--- src/rtl/mips32_mem_arbiter.sv ---
// -----------------------------------------------------------------------------
// mips32_mem_arbiter
//
// Shares the single-port unified instruction/data memory of the mips_32
// pipeline between the MEM-stage load/store port (d_*), the IF-stage fetch
// port (i_*) and, optionally, a debug/loader port (x_*).
//
// Arbitration is fixed priority data > fetch > debug. A starvation guard lets
// fetch override data once it has been refused STARVE_MAX consecutive
// eligible cycles. Fetch is eligible only while the core is running; debug is
// eligible only while it is halted.
//
// Every handshake (req & gnt in the same cycle) is registered into a memory
// command that is presented on mem_* during the following cycle. Reads carry
// an owner tag, and the owning port sees rvalid/rdata one cycle after the
// strobe, i.e. two cycles after its handshake. Writes complete at handshake
// and never produce rvalid.
//
// Build option:
//   MIPS32_ARB_DBG_PORT_EN  when defined, the x_* debug port exists and is
//                           arbitrated at the lowest priority while halted.
//                           When undefined, the port is absent and only data
//                           and fetch are arbitrated.
//
// Parameters:
//   AW          word-address width
//   STARVE_MAX  refused fetch cycles before fetch beats data (1..15)
//
// Ports:
//   clk1, rst            clock (rising edge), asynchronous active-high reset
//   core_halted          pipeline HALTED flag, selects fetch vs debug
//   d_req/we/addr/wdata  data request; d_gnt, d_rvalid, d_rdata responses
//   i_req/addr           fetch request (read only); i_gnt, i_rvalid, i_rdata
//   x_req/we/addr/wdata  debug request; x_gnt, x_rvalid, x_rdata (option)
//   mem_en/we/addr/wdata registered memory command
//   mem_rdata            memory read data, valid the cycle after a read strobe
// -----------------------------------------------------------------------------
module mips32_mem_arbiter #(
  parameter int AW         = 10,
  parameter int STARVE_MAX = 4
) (
  input  logic          clk1,
  input  logic          rst,
  input  logic          core_halted,
  // data port
  input  logic          d_req,
  input  logic          d_we,
  input  logic [AW-1:0] d_addr,
  input  logic [31:0]   d_wdata,
  output logic          d_gnt,
  output logic          d_rvalid,
  output logic [31:0]   d_rdata,
  // fetch port
  input  logic          i_req,
  input  logic [AW-1:0] i_addr,
  output logic          i_gnt,
  output logic          i_rvalid,
  output logic [31:0]   i_rdata,
`ifdef MIPS32_ARB_DBG_PORT_EN
  // debug/loader port
  input  logic          x_req,
  input  logic          x_we,
  input  logic [AW-1:0] x_addr,
  input  logic [31:0]   x_wdata,
  output logic          x_gnt,
  output logic          x_rvalid,
  output logic [31:0]   x_rdata,
`endif
  // memory side
  output logic          mem_en,
  output logic          mem_we,
  output logic [AW-1:0] mem_addr,
  output logic [31:0]   mem_wdata,
  input  logic [31:0]   mem_rdata
);

  // Port indices double as the owner tag encodings.
  localparam int P_D = 0;
  localparam int P_I = 1;
`ifdef MIPS32_ARB_DBG_PORT_EN
  localparam int P_X   = 2;
  localparam int NPORT = 3;
`else
  localparam int NPORT = 2;
`endif

  localparam logic [3:0] STARVE_LIM = 4'(STARVE_MAX);

  // ---------------------------------------------------------------------------
  // Per-port request views
  // ---------------------------------------------------------------------------
  logic [NPORT-1:0]           elig_vec;
  logic [NPORT-1:0]           we_vec;
  logic [NPORT-1:0][AW-1:0]   addr_vec;
  logic [NPORT-1:0][31:0]     wdata_vec;
  logic [NPORT-1:0]           gnt_vec;
  logic [NPORT-1:0]           rvalid_vec;
  logic [NPORT-1:0][31:0]     rdata_vec;

  assign elig_vec[P_D]  = d_req;
  assign we_vec[P_D]    = d_we;
  assign addr_vec[P_D]  = d_addr;
  assign wdata_vec[P_D] = d_wdata;

  // Fetch is read-only and may only compete while the core is running.
  assign elig_vec[P_I]  = i_req & ~core_halted;
  assign we_vec[P_I]    = 1'b0;
  assign addr_vec[P_I]  = i_addr;
  assign wdata_vec[P_I] = '0;

`ifdef MIPS32_ARB_DBG_PORT_EN
  // Debug may only touch memory while the pipeline is stopped.
  assign elig_vec[P_X]  = x_req & core_halted;
  assign we_vec[P_X]    = x_we;
  assign addr_vec[P_X]  = x_addr;
  assign wdata_vec[P_X] = x_wdata;
`endif

  // ---------------------------------------------------------------------------
  // Starvation counter and arbitration
  // ---------------------------------------------------------------------------
  logic [3:0] starve_cnt_reg;
  logic [3:0] starve_cnt_next;
  logic       fetch_override;
  logic       win_any;
  logic [1:0] win_idx;

  assign fetch_override = elig_vec[P_I] && (starve_cnt_reg == STARVE_LIM);

  always_comb begin
    win_any = 1'b0;
    win_idx = 2'd0;
    // Walk from lowest to highest priority so the highest eligible port is
    // the last one written.
    for (int p = NPORT - 1; p >= 0; p--) begin
      if (elig_vec[p]) begin
        win_any = 1'b1;
        win_idx = 2'(p);
      end
    end
    // A starved fetch beats data; win_any is already set since fetch is
    // eligible whenever the override is active.
    if (fetch_override) begin
      win_idx = 2'(P_I);
    end
    // No grants while the reset is held, so all outputs read 0.
    if (rst) begin
      win_any = 1'b0;
    end
  end

  generate
    for (genvar gi = 0; gi < NPORT; gi++) begin : g_gnt
      assign gnt_vec[gi] = win_any && (win_idx == 2'(gi));
    end
  endgenerate

  always_comb begin
    starve_cnt_next = starve_cnt_reg;
    if (!i_req || gnt_vec[P_I]) begin
      starve_cnt_next = 4'd0;
    end else if (elig_vec[P_I] && (starve_cnt_reg != STARVE_LIM)) begin
      starve_cnt_next = starve_cnt_reg + 4'd1;
    end
    // i_req held while halted (not eligible) keeps the count where it is.
  end

  always_ff @(posedge clk1 or posedge rst) begin
    if (rst) begin
      starve_cnt_reg <= 4'd0;
    end else begin
      starve_cnt_reg <= starve_cnt_next;
    end
  end

  // ---------------------------------------------------------------------------
  // Winner's command fields
  // ---------------------------------------------------------------------------
  logic          sel_we;
  logic [AW-1:0] sel_addr;
  logic [31:0]   sel_wdata;

  always_comb begin
    sel_we    = 1'b0;
    sel_addr  = '0;
    sel_wdata = '0;
    for (int p = 0; p < NPORT; p++) begin
      if (win_idx == 2'(p)) begin
        sel_we    = we_vec[p];
        sel_addr  = addr_vec[p];
        sel_wdata = wdata_vec[p];
      end
    end
  end

  // ---------------------------------------------------------------------------
  // Command stage: one registered memory access per handshake
  // ---------------------------------------------------------------------------
  logic          mem_en_reg;
  logic          mem_we_reg;
  logic [AW-1:0] mem_addr_reg;
  logic [31:0]   mem_wdata_reg;
  logic [1:0]    tag_reg;
  logic          tag_valid_reg;

  always_ff @(posedge clk1 or posedge rst) begin
    if (rst) begin
      mem_en_reg    <= 1'b0;
      mem_we_reg    <= 1'b0;
      mem_addr_reg  <= '0;
      mem_wdata_reg <= '0;
      tag_reg       <= 2'd0;
      tag_valid_reg <= 1'b0;
    end else if (win_any) begin
      mem_en_reg    <= 1'b1;
      mem_we_reg    <= sel_we;
      mem_addr_reg  <= sel_addr;
      mem_wdata_reg <= sel_wdata;
      tag_reg       <= win_idx;
      // Only reads expect anything back.
      tag_valid_reg <= ~sel_we;
    end else begin
      // Address and write data hold; only the strobes drop.
      mem_en_reg    <= 1'b0;
      mem_we_reg    <= 1'b0;
      tag_valid_reg <= 1'b0;
    end
  end

  assign mem_en    = mem_en_reg;
  assign mem_we    = mem_we_reg;
  assign mem_addr  = mem_addr_reg;
  assign mem_wdata = mem_wdata_reg;

  // ---------------------------------------------------------------------------
  // Response stage: the memory answers during the cycle after the strobe, so
  // the tag is carried one more cycle and mem_rdata is steered straight to the
  // owner. Non-owners keep showing their last returned word.
  // ---------------------------------------------------------------------------
  logic       rsp_valid_reg;
  logic [1:0] rsp_tag_reg;

  always_ff @(posedge clk1 or posedge rst) begin
    if (rst) begin
      rsp_valid_reg <= 1'b0;
      rsp_tag_reg   <= 2'd0;
    end else begin
      rsp_valid_reg <= mem_en_reg & tag_valid_reg;
      rsp_tag_reg   <= tag_reg;
    end
  end

  generate
    for (genvar gi = 0; gi < NPORT; gi++) begin : g_rsp
      logic [31:0] rdata_hold_reg;

      assign rvalid_vec[gi] = rsp_valid_reg && (rsp_tag_reg == 2'(gi));
      assign rdata_vec[gi]  = rvalid_vec[gi] ? mem_rdata : rdata_hold_reg;

      always_ff @(posedge clk1 or posedge rst) begin
        if (rst) begin
          rdata_hold_reg <= '0;
        end else if (rvalid_vec[gi]) begin
          rdata_hold_reg <= mem_rdata;
        end
      end
    end
  endgenerate

  // ---------------------------------------------------------------------------
  // Port outputs
  // ---------------------------------------------------------------------------
  assign d_gnt    = gnt_vec[P_D];
  assign d_rvalid = rvalid_vec[P_D];
  assign d_rdata  = rdata_vec[P_D];

  assign i_gnt    = gnt_vec[P_I];
  assign i_rvalid = rvalid_vec[P_I];
  assign i_rdata  = rdata_vec[P_I];

`ifdef MIPS32_ARB_DBG_PORT_EN
  assign x_gnt    = gnt_vec[P_X];
  assign x_rvalid = rvalid_vec[P_X];
  assign x_rdata  = rdata_vec[P_X];
`endif

endmodule
--- config.mk ---
export PLATFORM = sky130hd
export DESIGN_NAME = mips32_mem_arbiter
export DESIGN_NICKNAME = d
export VERILOG_FILES = /design/src/rtl/mips32_mem_arbiter.sv
export SDC_FILE = /design/constraint.sdc
export NUM_CORES = 1
export LEC_CHECK = 0
export ABC_AREA = 1
export CELL_PAD_IN_SITES_DETAIL_PLACEMENT = 1
export CELL_PAD_IN_SITES_GLOBAL_PLACEMENT = 1
export CORE_MARGIN = 3
export CORE_UTILIZATION = 30
export DETAILED_ROUTE_END_ITERATION = 8
export GPL_ROUTABILITY_DRIVEN = 0
export GPL_TIMING_DRIVEN = 0
export PLACE_DENSITY_LB_ADDON = 0.1
export SETUP_SLACK_MARGIN = 0.15
export SYNTH_ARGS = -nofsm -noshare
export SYNTH_HDL_FRONTEND = slang
export SYNTH_SLANG_ARGS = --single-unit
--- constraint.sdc ---
create_clock -name clk1 -period 7.4 [get_ports clk1]
set_input_delay 0.74 -clock clk1 [delete_from_list [all_inputs] [get_ports clk1]]
set_output_delay 0.74 -clock clk1 [all_outputs]
set_load 0.05 [all_outputs]
; ---- Word-level counts from Yosys, hierarchy flattened
; Cells that the tools add are included.
[op_classes]
add_sub_neg = 1
n_eq_ne = 4
n_mux = 19
bitwise_logic = 4
reduce_logical = 11
[op_table]
columns = operator, n
row1 = 32-bit 2-to-1 mux, 4
row2 = 10-bit 2-to-1 mux, 2
row3 = 1-bit 2-to-1 mux, 9
row4 = 4-bit 2-to-1 mux, 2
row5 = 1-bit logical AND, 6
row6 = 4-bit by 1-bit adder with 4-bit output (second input constant), 1
row7 = 2-bit by 1-bit equality test with 1-bit output (second input constant), 2
row8 = 4-bit by 3-bit equality test with 1-bit output (second input constant), 1
row9 = 2-bit logical NOT, 2
row10 = 2-bit 2-to-1 mux, 2
row11 = 4-bit by 3-bit != test with 1-bit output (second input constant), 1
row12 = 1-bit AND, 2
row13 = 1-bit inverter, 2
row14 = 2-bit nonzero test, 1
row15 = 1-bit logical NOT, 1
row16 = 1-bit logical OR, 1
[totals]
ff_bits = 118
word_cells = 50
in_bits = 90

; ---- Depth between registers and ports, before layout
[depth]
ltp_word = 10
depth_mapped = 8
depth_no_buf = 8

; ---- Worst setup path after synthesis
; Ideal clock, no wire load.
[synth_path]
kind = input -> register
from = input port rst
to = register mem_addr_reg[9] (netlist: mem_addr[9])
slack_ns = 2.514
cell_stages = 4
setup_ns = 0.089
arrival_ns = 4.797
cell_sequence = inv_1 clkbuf_1 nand4_1 nand3_1
[synth_via]
elab_chain_len = 1
[synth_rtl]
columns = element, line
row1 = start: declaration, 43  ; input logic rst,
row2 = 1-bit 2-to-1 mux, 147  ; if (rst) begin
row3 = end signal: assignment, 217  ; mem_addr_reg <= sel_addr;
row4 = end: declaration, 201  ; logic [AW-1:0] mem_addr_reg;
; Every way passes these cells.
; A chain may end at the register's enable or synchronous reset.

; ---- Worst setup path after layout
[layout_path]
from = input port core_halted
to = output port d_gnt
[layout_via]
elab_chain_len = 7
word_cells_on_any_way = 11
cone_classes = mux: 6 / bitwise: 2 / reduce/logical: 3
[layout_rtl]
columns = element, line
row1 = start: declaration, 44  ; input logic core_halted,
row2 = 1-bit inverter *, 106  ; assign elig_vec[P_I] = i_req & ~core_halted;
row3 = 1-bit AND *, 106
row4 = 1-bit 2-to-1 mux, 136  ; if (elig_vec[p]) begin
row5 = 2-bit 2-to-1 mux, 136
row6 = 2-bit 2-to-1 mux, 143  ; if (fetch_override) begin
row7 = 2-bit logical NOT, 154  ; assign gnt_vec[gi] = win_any && (win_idx == 2'(gi));
row8 = 1-bit logical AND *, 154
row9 = end: declaration, 50  ; output logic d_gnt,
; Mark *: on every way between the ends. The rest lies on a longest branch, timed or not.

==> results.tsv <==
metric	value	unit
final.period_utilization	50.8	%
cp_max_fo	10	
slowest_stage	clkdlybuf4s50_1	
ctsHoldBuffers	0	
h-tree-depth	4	
p_sw	1.05	mW
rows	44	
viasPerCell	4.67	
reg2reg_setup_slack	5.70	ns
critical_path.endpoint_type	output pin	
grt_pass1_wl	24.1	mm
synthTopCellsByCount	nand2_1, dfrtp_1, o21ai_0	
skew	0.00883	ns
p_leak	3.58	nW
avgSynthCellArea	9.23	sq um
antenna_found_initial	0	
io_pins	202	
synth_top_area_share	63.6	%
reg2reg_to	mem_addr[6]	
critPathRequiredTime	6.66	ns
relSlewSlack	62.3	%
finalHoldViolCount	0	
worstHoldStart	tag_reg[0]	
drive_above_1_share	6.87	%
coreArea	0.0147	sq mm
vias	4262	
reg2regPathDepth	8	
clk_latency	0.40	ns
finalSetupViolCount	0	
start_util	31.1	%
synth_flop_cell	dfrtp_1	
io_buffer_count	201	
startpoint_type	input pin	
dieArea	0.0167	sq mm
synth_nets	587	
synth.distinct_cells	16	
dp.cells	882	
clkPwrFrac	28.3	%
pwr-share-seq	31.1	%
cp_cell_sequence	clkdlybuf4s50_1 > inv_2 > nand2_2 > a21oi_4 > inv_2 > buf_2 > a21oi_1 > clkdlybuf4s50_1	
firstDrtPassIters	4	
wl_per_cell	16.6	um
synth_area	0.00457	sq mm
synth_top_area_cell	dfrtp_1	
grt_max_degree	50	
ir_worst_vdd	159	uV
drc	0	
die_w	129	um
synth_edf_count	0	
dp_hpwl	11.5	mm
syn2layout_area_growth	62.3	%
clockRootBuffer	clkbuf_16	
ys_seq_elements	116	
p_int	1.61	mW
drt-total-wl	15.2	mm
syn_inst	495	
cts_buffers	17	
clk_path_buf_depth	2	
crit_type	input pin to output pin	
grt_pass1_vias	4605	
async_reset_ff_share	100	%
power_density	359	mW/mm^2
cpPeakStageDelay	0.86	ns
synth_seq_area_share	63.6	%
rsz0062_at_grt	no	
yosys-top-cells-area	dfrtp_1, nand2_1, o21ai_0, nand3_1, inv_1	
clk_pin_slew	0.05	ns
synth.most_common_cell	nand2_1	
cts_setup_buffers	0	
arrival	3.02	ns
p_sw_share	39.5	%
cts_tree	yes	
p_comb_share	40.6	%
ant_nets	0	
cts_resized	0	
final_cells	912	
fin_nets	809	
largest_reg_flops	64	
die-height	129	um
finish.utilization	50.4	%
slew_violations	0	
grt_util_all_layers	18.6	%
drv_cap	0	
hold_end	rsp_tag_reg[0]	
worstHoldPathType	flip-flop to flip-flop	
yosysWarningCount	0	
reg2reg_from	starve_cnt_reg[0]	
max_freq	0.266	GHz
fin_crit	3.76	ns
status	finished, final reports clean	
tightest_slew	0.564	ns
drtIter0Drc	139	
whs_path_depth	0	
insertedDiodeCount	0	
globalRouteOverflowTotal	0	
clock_sinks	116	
whs	0.378	ns
## worst max-delay path by stage
| stage | from | endpoint | slack, ns | depth (start not counted) |
|---|---|---|---|---|
| after CTS | core_halted | d_gnt | 3.61 | 8 |
| after global placement | rst | g_rsp[1].rdata_hold_reg[21] | -0.64 | 3 |
| after global routing | core_halted | d_gnt | 3.49 | 8 |
| final | core_halted | d_gnt | 3.64 | 8 |
| after detailed placement | core_halted | d_gnt | 3.62 | 8 |
| after floorplan | rst | g_rsp[0].rdata_hold_reg[0] | 1.89 | 2 |
## metal layers
| layer | up-vias | GRT usage, % | routed length (um) |
|---|---|---|---|
| li1 | 2025 | - | - |
| met1 | 2085 | 22.4 | 6290 |
| met2 | 135 | 30.1 | 7360 |
| met3 | 17 | 8.53 | 1300 |
| met4 | 0 | 5.50 | 231 |
| met5 | - | 0 | 0 |
## critical path: cells and delay by family
family          cells  cell delay [ns]
simple gates        1             0.09
buf+inv             5             1.77
compound gates      2             0.41
## cell families (layout without fill, tap and decap cells)
logic type	Yosys count	count (layout)	share of synthesized area [%]
AOI/OAI and AO/OA	66	66	7.48
adders and majority gates	2	2	0.548
buffers and inverters	76	309	6.63
DFF	116	116	63.6
and+or+nand+nor	235	235	21.8
## stage by stage
stage	worst slack [ns]	total power, mW	instance area [sq um]	setup TNS (ns)
finish	3.64	2.66	7410	0
global route	3.49	2.79	7410	0
CTS	3.61	2.70	7410	0
detailed placement	3.62	1.93	6870	0
global placement	-0.638	1.90	6810	-73.18
floorplan	1.89	1.52	4570	0
## area by class of cell
cell class | count | area, sq um
Multi-Input combinational cell | 303 | 1360
Clock inverter | 5 | 50.0
Tap cell | 184 | 230
Sequential cell | 116 | 2900
Clock buffer | 25 | 495
Inverter | 48 | 180
Fill cell | 1700 | 7290
Buffer | 28 | 126
Timing Repair Buffer | 203 | 2070
## power groups by stage
stage          clock (mW)  combinational (mW)  sequential (mW)
2_1_floorplan           0               0.570            0.945
3_3_place_gp            0                1.07            0.831
3_5_place_dp            0                1.09            0.837
4_1_cts             0.775                1.09            0.828
5_1_grt             0.810                1.14            0.842
6_report            0.754                1.08            0.827
## cell usage in the layout (no fill, tap or decap)
cell type        instances
clkbuf_1                16
bufinv_16                1
nand4_1                 12
inv_2                    3
clkdlybuf4s50_1        201
o21ai_0                 64
clkbuf_4                 1
nand3_2                  1
inv_1                   45
a21oi_4                  1
nand3_1                 57
dfrtp_1                116
clkbuf_16               17
nand2_2                  2
a21oi_1                  1
buf_1                    1
nand2_1                156
buf_2                   14
clkinv_2                 4
ha_1                     2
buf_16                   2
clkbuf_8                 4
nor2_1                   7
Power figures use the tool's default switching activity.
==> variant 1, RTL diff (same settings) <==
`AW`: 10 -> 12.
--- a/src/rtl/mips32_mem_arbiter.sv
+++ b/src/rtl/mips32_mem_arbiter.sv
@@ -37,5 +37,5 @@
 // -----------------------------------------------------------------------------
 module mips32_mem_arbiter #(
-  parameter int AW         = 10,
+  parameter int AW         = 12,
   parameter int STARVE_MAX = 4
 ) (
Ports: changed (resized d_addr, i_addr and mem_addr); port bits go from 202 to 208. The function was not compared with the original's and may differ.
==> variant 1 against the unedited design <==
  * Worst setup slack gained 220 ps
  * Fmax increased by 6.1%
  * Area after synthesis rose by 4.2%
  * Count of clock-buffer cells in the layout fell by 3
  * Sequential cell count up 2
  * Cell area is 4.7% higher
  * Total power increased by 5.6%
  * Clock power is 14% higher
  * Routed wire length is 5.8% higher
==> variant 1: results (changes against the unedited design) <==
- Reg2reg setup slack: 5800 ps (+100 ps)
- First-pass GRT wire length: 26700 um (+10%)
- Post-CTS sizing: 0 (unchanged)
- GRT Util Overall: 19.3% (+0.64 points)
- NumNets Final: 831 (+2.7%)
- Max H-tree Level: 4 (unchanged)
- Hold WC Path Type: reg -> reg
- Inserted Clock Buffers: 17 (unchanged)
- Main flop type after synthesis: dfrtp_1
- Clock tree root buffer cell: clkbuf_16
- Syn_nets: 603 (+2.7%)
- Top cells by count, synth: nand2_1, dfrtp_1, o21ai_0
- Initial DRC count: 142 (+2.2%)
- Via count: 4433 (+4.0%)
- Async set or reset register ratio after synthesis: 100% (unchanged)
- # fillers: 1741 (+2.4%)
- Distinct cell type count after synthesis: 18 (+2)
- Slew @ Worst Pin: 578 ps (+14.4 ps)
- Synth warnings: 0 (unchanged)
- CP arrival: 2800 ps (-220 ps)
- Largest net degree at the start of global routing: 64 (+28%)
- Status: finished, final reports clean
- Latest clock arrival within the worst-skew pair: 410 ps
- Antenna Cells: 0 (unchanged)
- Sequential area share after synthesis: 62.0% (-1.5 points)
- Pre-CTS setup slack: 3820 ps (+197 ps)
- Detail Placement HPWL: 11800 um (+2.2%)
- Clock tree buffer depth: 2 (unchanged)
- Worst vdd ir: 0.180 mV (+13%)
- # Post-CTS Setup Buffers: 0 (unchanged)
- Pre-antenna DRT Iters: 4 (unchanged)
- Final worst slack: 3860 ps (+216 ps)
- Placed cell area: 7150 sq um (+4.1%)
- Number of flip-flops in the largest register: 64 (unchanged)
- Initial antenna violation count: 0 (unchanged)
- Multi-input logic area: 1430 sq um (+4.7%)
- Clock slew at reported path FFs: 50 ps (about the same)
- PortBufs: 207 (+3.0%)
- CP max FO: 10 (unchanged)
- WL/cell: 16.8 um (+0.72%)
- Vias in the first global route: 4867 (+5.7%)
- Area contributors post-synth: dfrtp_1, nand2_1, o21ai_0
- Switching Share: 38.8% (-0.72 points)
- Layout Skew: 6.60 ps (-2.22 ps)
- Fraction of layout cells with a size suffix above 1: 8.03% (+1.2 points)
- LEAKAGE: 3.70 nW (+3.5%)
-- variant 1: critical path, cell delays in order --
cell	delay, ps
clkdlybuf4s50_1	420
inv_2	130
nand2_2	90
a21oi_4	150
inv_2	50
buf_6	140
buf_6	140
a21oi_2	90
clkdlybuf4s50_1	840
-- variant 1: layout make-up --
type                       count  share of cell area [%]
timing repair buffer         209                    27.3
multi-input combinational    311                    18.4
clock buffer                  22                    5.98
tap                          211                    3.40
buffer                        30                    2.64
clock inverter                 9                    1.93
inverter                      48                    2.32
sequential                   118                    38.0
-- variant 1: kinds of logic (layout without fill, tap and decap cells) --
kind of cell               after synthesis  after routing  synth area share (%)
and+or+nand+nor                        243            243                  22.2
DFF                                    118            118                  62.0
buffers and inverters                   78            318                  8.02
AOI/OAI and AO/OA                       66             66                  7.26
adders and majority gates                2              2                 0.526
-- variant 1: power by group through the flow --
stage	combinational (W)	clock, W	sequential, W
after CTS	0.00112	0.000877	0.000844
after floorplan	0.000580	0	0.000965
after global placement	0.00109	0	0.000844
final	0.00111	0.000857	0.000842
after global routing	0.00117	0.000914	0.000858
after detailed placement	0.00111	0	0.000851
-- variant 1: stage by stage --
step | hold slack (ps) | TNS (ps) | cells
5_1_grt | 412 | 0 | 958
3_5_place_dp | 369 | 0 | 927
3_3_place_gp | 364 | -104200 | 925
4_1_cts | 382 | 0 | 958
2_1_floorplan | 354 | 0 | 507
6_report | 378 | 0 | 958
-- variant 1: per-layer routing --
layer	share of wire, %	global-route usage [%]	vias up
met2	50	31.1	146
met3	6.7	6.34	22
met1	42	24.3	2171
li1	-	-	2094
met5	0	0	-
met4	1.9	6.77	0
-- variant 1: final timing paths --
kind,startpoint,end,cells after the start
setup / recovery,core_halted,d_gnt,9
hold / removal,tag_reg[0],rsp_tag_reg[0],0
setup reg to reg,starve_cnt_reg[0],mem_wdata[7],8
hold reg to reg,tag_reg[0],rsp_tag_reg[0],0
max in group asynchronous,rst,g_rsp[0].rdata_hold_reg[26],5
min in group asynchronous,rst,mem_addr[0],3
==> variant 2, RTL diff (same settings) <==
Made on the original files. Reset style: synchronous (`rst`), changed in 4 clocked blocks. Comments in the files are not updated.
--- a/src/rtl/mips32_mem_arbiter.sv
+++ b/src/rtl/mips32_mem_arbiter.sv
@@ -166,5 +166,5 @@
   end
 
-  always_ff @(posedge clk1 or posedge rst) begin
+  always_ff @(posedge clk1) begin
     if (rst) begin
       starve_cnt_reg <= 4'd0;
@@ -204,5 +204,5 @@
   logic          tag_valid_reg;
 
-  always_ff @(posedge clk1 or posedge rst) begin
+  always_ff @(posedge clk1) begin
     if (rst) begin
       mem_en_reg    <= 1'b0;
@@ -241,5 +241,5 @@
   logic [1:0] rsp_tag_reg;
 
-  always_ff @(posedge clk1 or posedge rst) begin
+  always_ff @(posedge clk1) begin
     if (rst) begin
       rsp_valid_reg <= 1'b0;
@@ -258,5 +258,5 @@
       assign rdata_vec[gi]  = rvalid_vec[gi] ? mem_rdata : rdata_hold_reg;
 
-      always_ff @(posedge clk1 or posedge rst) begin
+      always_ff @(posedge clk1) begin
         if (rst) begin
           rdata_hold_reg <= '0;
Behaviour: differs if rst is asserted again (counterexample within 4 cycles, from zero or initial values and one cycle with rst high); with rst held inactive, the same outputs for 10 cycles.
==> variant 2 against the unedited design <==
  * Cell area grew 2.2%
  * Worst setup slack gained 84 ps
  * Critical path depth shrank 1
  * Routed wire length grew 6.0%
  * Final cell count grew 17%
  * Utilization shrank 0.98 points
  * Sequential cell count is the same
  * Synthesized cell count grew 25%
  * Hold slack gained 35 ps
  * Area after synthesis grew 3.4%
  * Global-route usage grew 0.40 points
  * Largest cell class unchanged
Power is not compared: it rests on default switching activity, and its combinational part moved more than twofold at a synthesized area within 25%.
==> variant 2: results (changes against the unedited design) <==
- Status: finished, final reports clean
- Reg2reg end: mem_wdata[23]
- WL met2: 7940 um (+7.9%)
- Crit path largest cell delay: 800 ps (-60 ps)
- Uppermost layer routed: met4
- Area contributors post-synth: dfxtp_1, or2_2, inv_1
- Initial DRC count: 237 (+71%)
- Min Tclk post-route: 3680 ps (-83.5 ps)
- Non-filler cells, final: 1065 (+17%)
- Hold EP: rsp_valid_reg
- Layout Skew: 6.78 ps (-2.05 ps)
- Critical path startpoint: i_req
- Top cells by count, synth: dfxtp_1, inv_1, nor2_1
- Met2 usage in global routing: 33.0% (+2.9 points)
- Vias per inst: 4.50 (-3.7%)
- Metal3 WL: 1330 um (+2.4%)
- Worst hold stages: 2 (+2)
- R2R Path Start: starve_cnt_reg[0]
- Syn Inst Count: 621 (+25%)
- Vias in the first global route: 5265 (+14%)
- Syn_nets: 713 (+21%)
- First-pass GRT wire length: 26600 um (+10%)
- WL/cell: 15.1 um (-9.2%)
- Placed cell area: 7000 sq um (+1.9%)
- GR Layer Usage met3: 8.23% (-0.30 points)
- NumNets Final: 933 (+15%)
- Inst Count DP: 1033 (+17%)
- Number of flip-flops in the largest register: 64 (unchanged)
- # fillers: 1875 (+10%)
- Largest net degree at the start of global routing: 17 (-66%)
- Met1 GRT Util: 20.7% (-1.7 points)
- Slew @ Worst Pin: 565 ps (+0.798 ps)
- GRT Util Overall: 19.0% (+0.40 points)
- Met1 wire length: 6570 um (+4.5%)
- Worst hold margin: 414 ps (+35.2 ps)
- Fraction of layout cells with a size suffix above 1: 14.3% (+7.4 points)
- Reg2reg setup slack: 5790 ps (+90 ps)
- Async set or reset register ratio after synthesis: 0% (-100 points)
- Distinct cell type count after synthesis: 24 (+8)
- Sequential area share after synthesis: 49.2% (-14 points)
- Pre-CTS setup slack: 3710 ps (+81.8 ps)
variant 2: critical path, delay by kind of cell:
| kind | cells | cell delay [ps] |
|---|---|---|
| simple gates | 2 | 210 |
| compound gates | 1 | 360 |
| buf+inv | 4 | 1610 |
variant 2: logic make-up (layout without fill, tap and decap cells):
| group | count (synthesis) | after routing | share of synthesized area (%) |
|---|---|---|---|
| AO/OA/AOI/OAI | 104 | 104 | 11.3 |
| XOR/XNOR | 1 | 1 | 0.186 |
| adder cells (fa/ha/maj) | 2 | 2 | 0.530 |
| buffers and inverters | 132 | 365 | 11.8 |
| flip-flops | 116 | 116 | 49.2 |
| AND/OR/NAND/NOR | 266 | 266 | 26.9 |
variant 2: final cells by class:
cell class                 instances  area (sq um)  share of cell area (%)
buffer                            39           209                    2.76
clock buffer                      19           443                    5.85
clock inverter                    13           134                    1.77
inverter                          93           349                    4.61
multi-input combinational        373          1840                    24.3
sequential                       116          2320                    30.7
tap                              211           264                    3.49
timing repair buffer             201          2010                    26.6
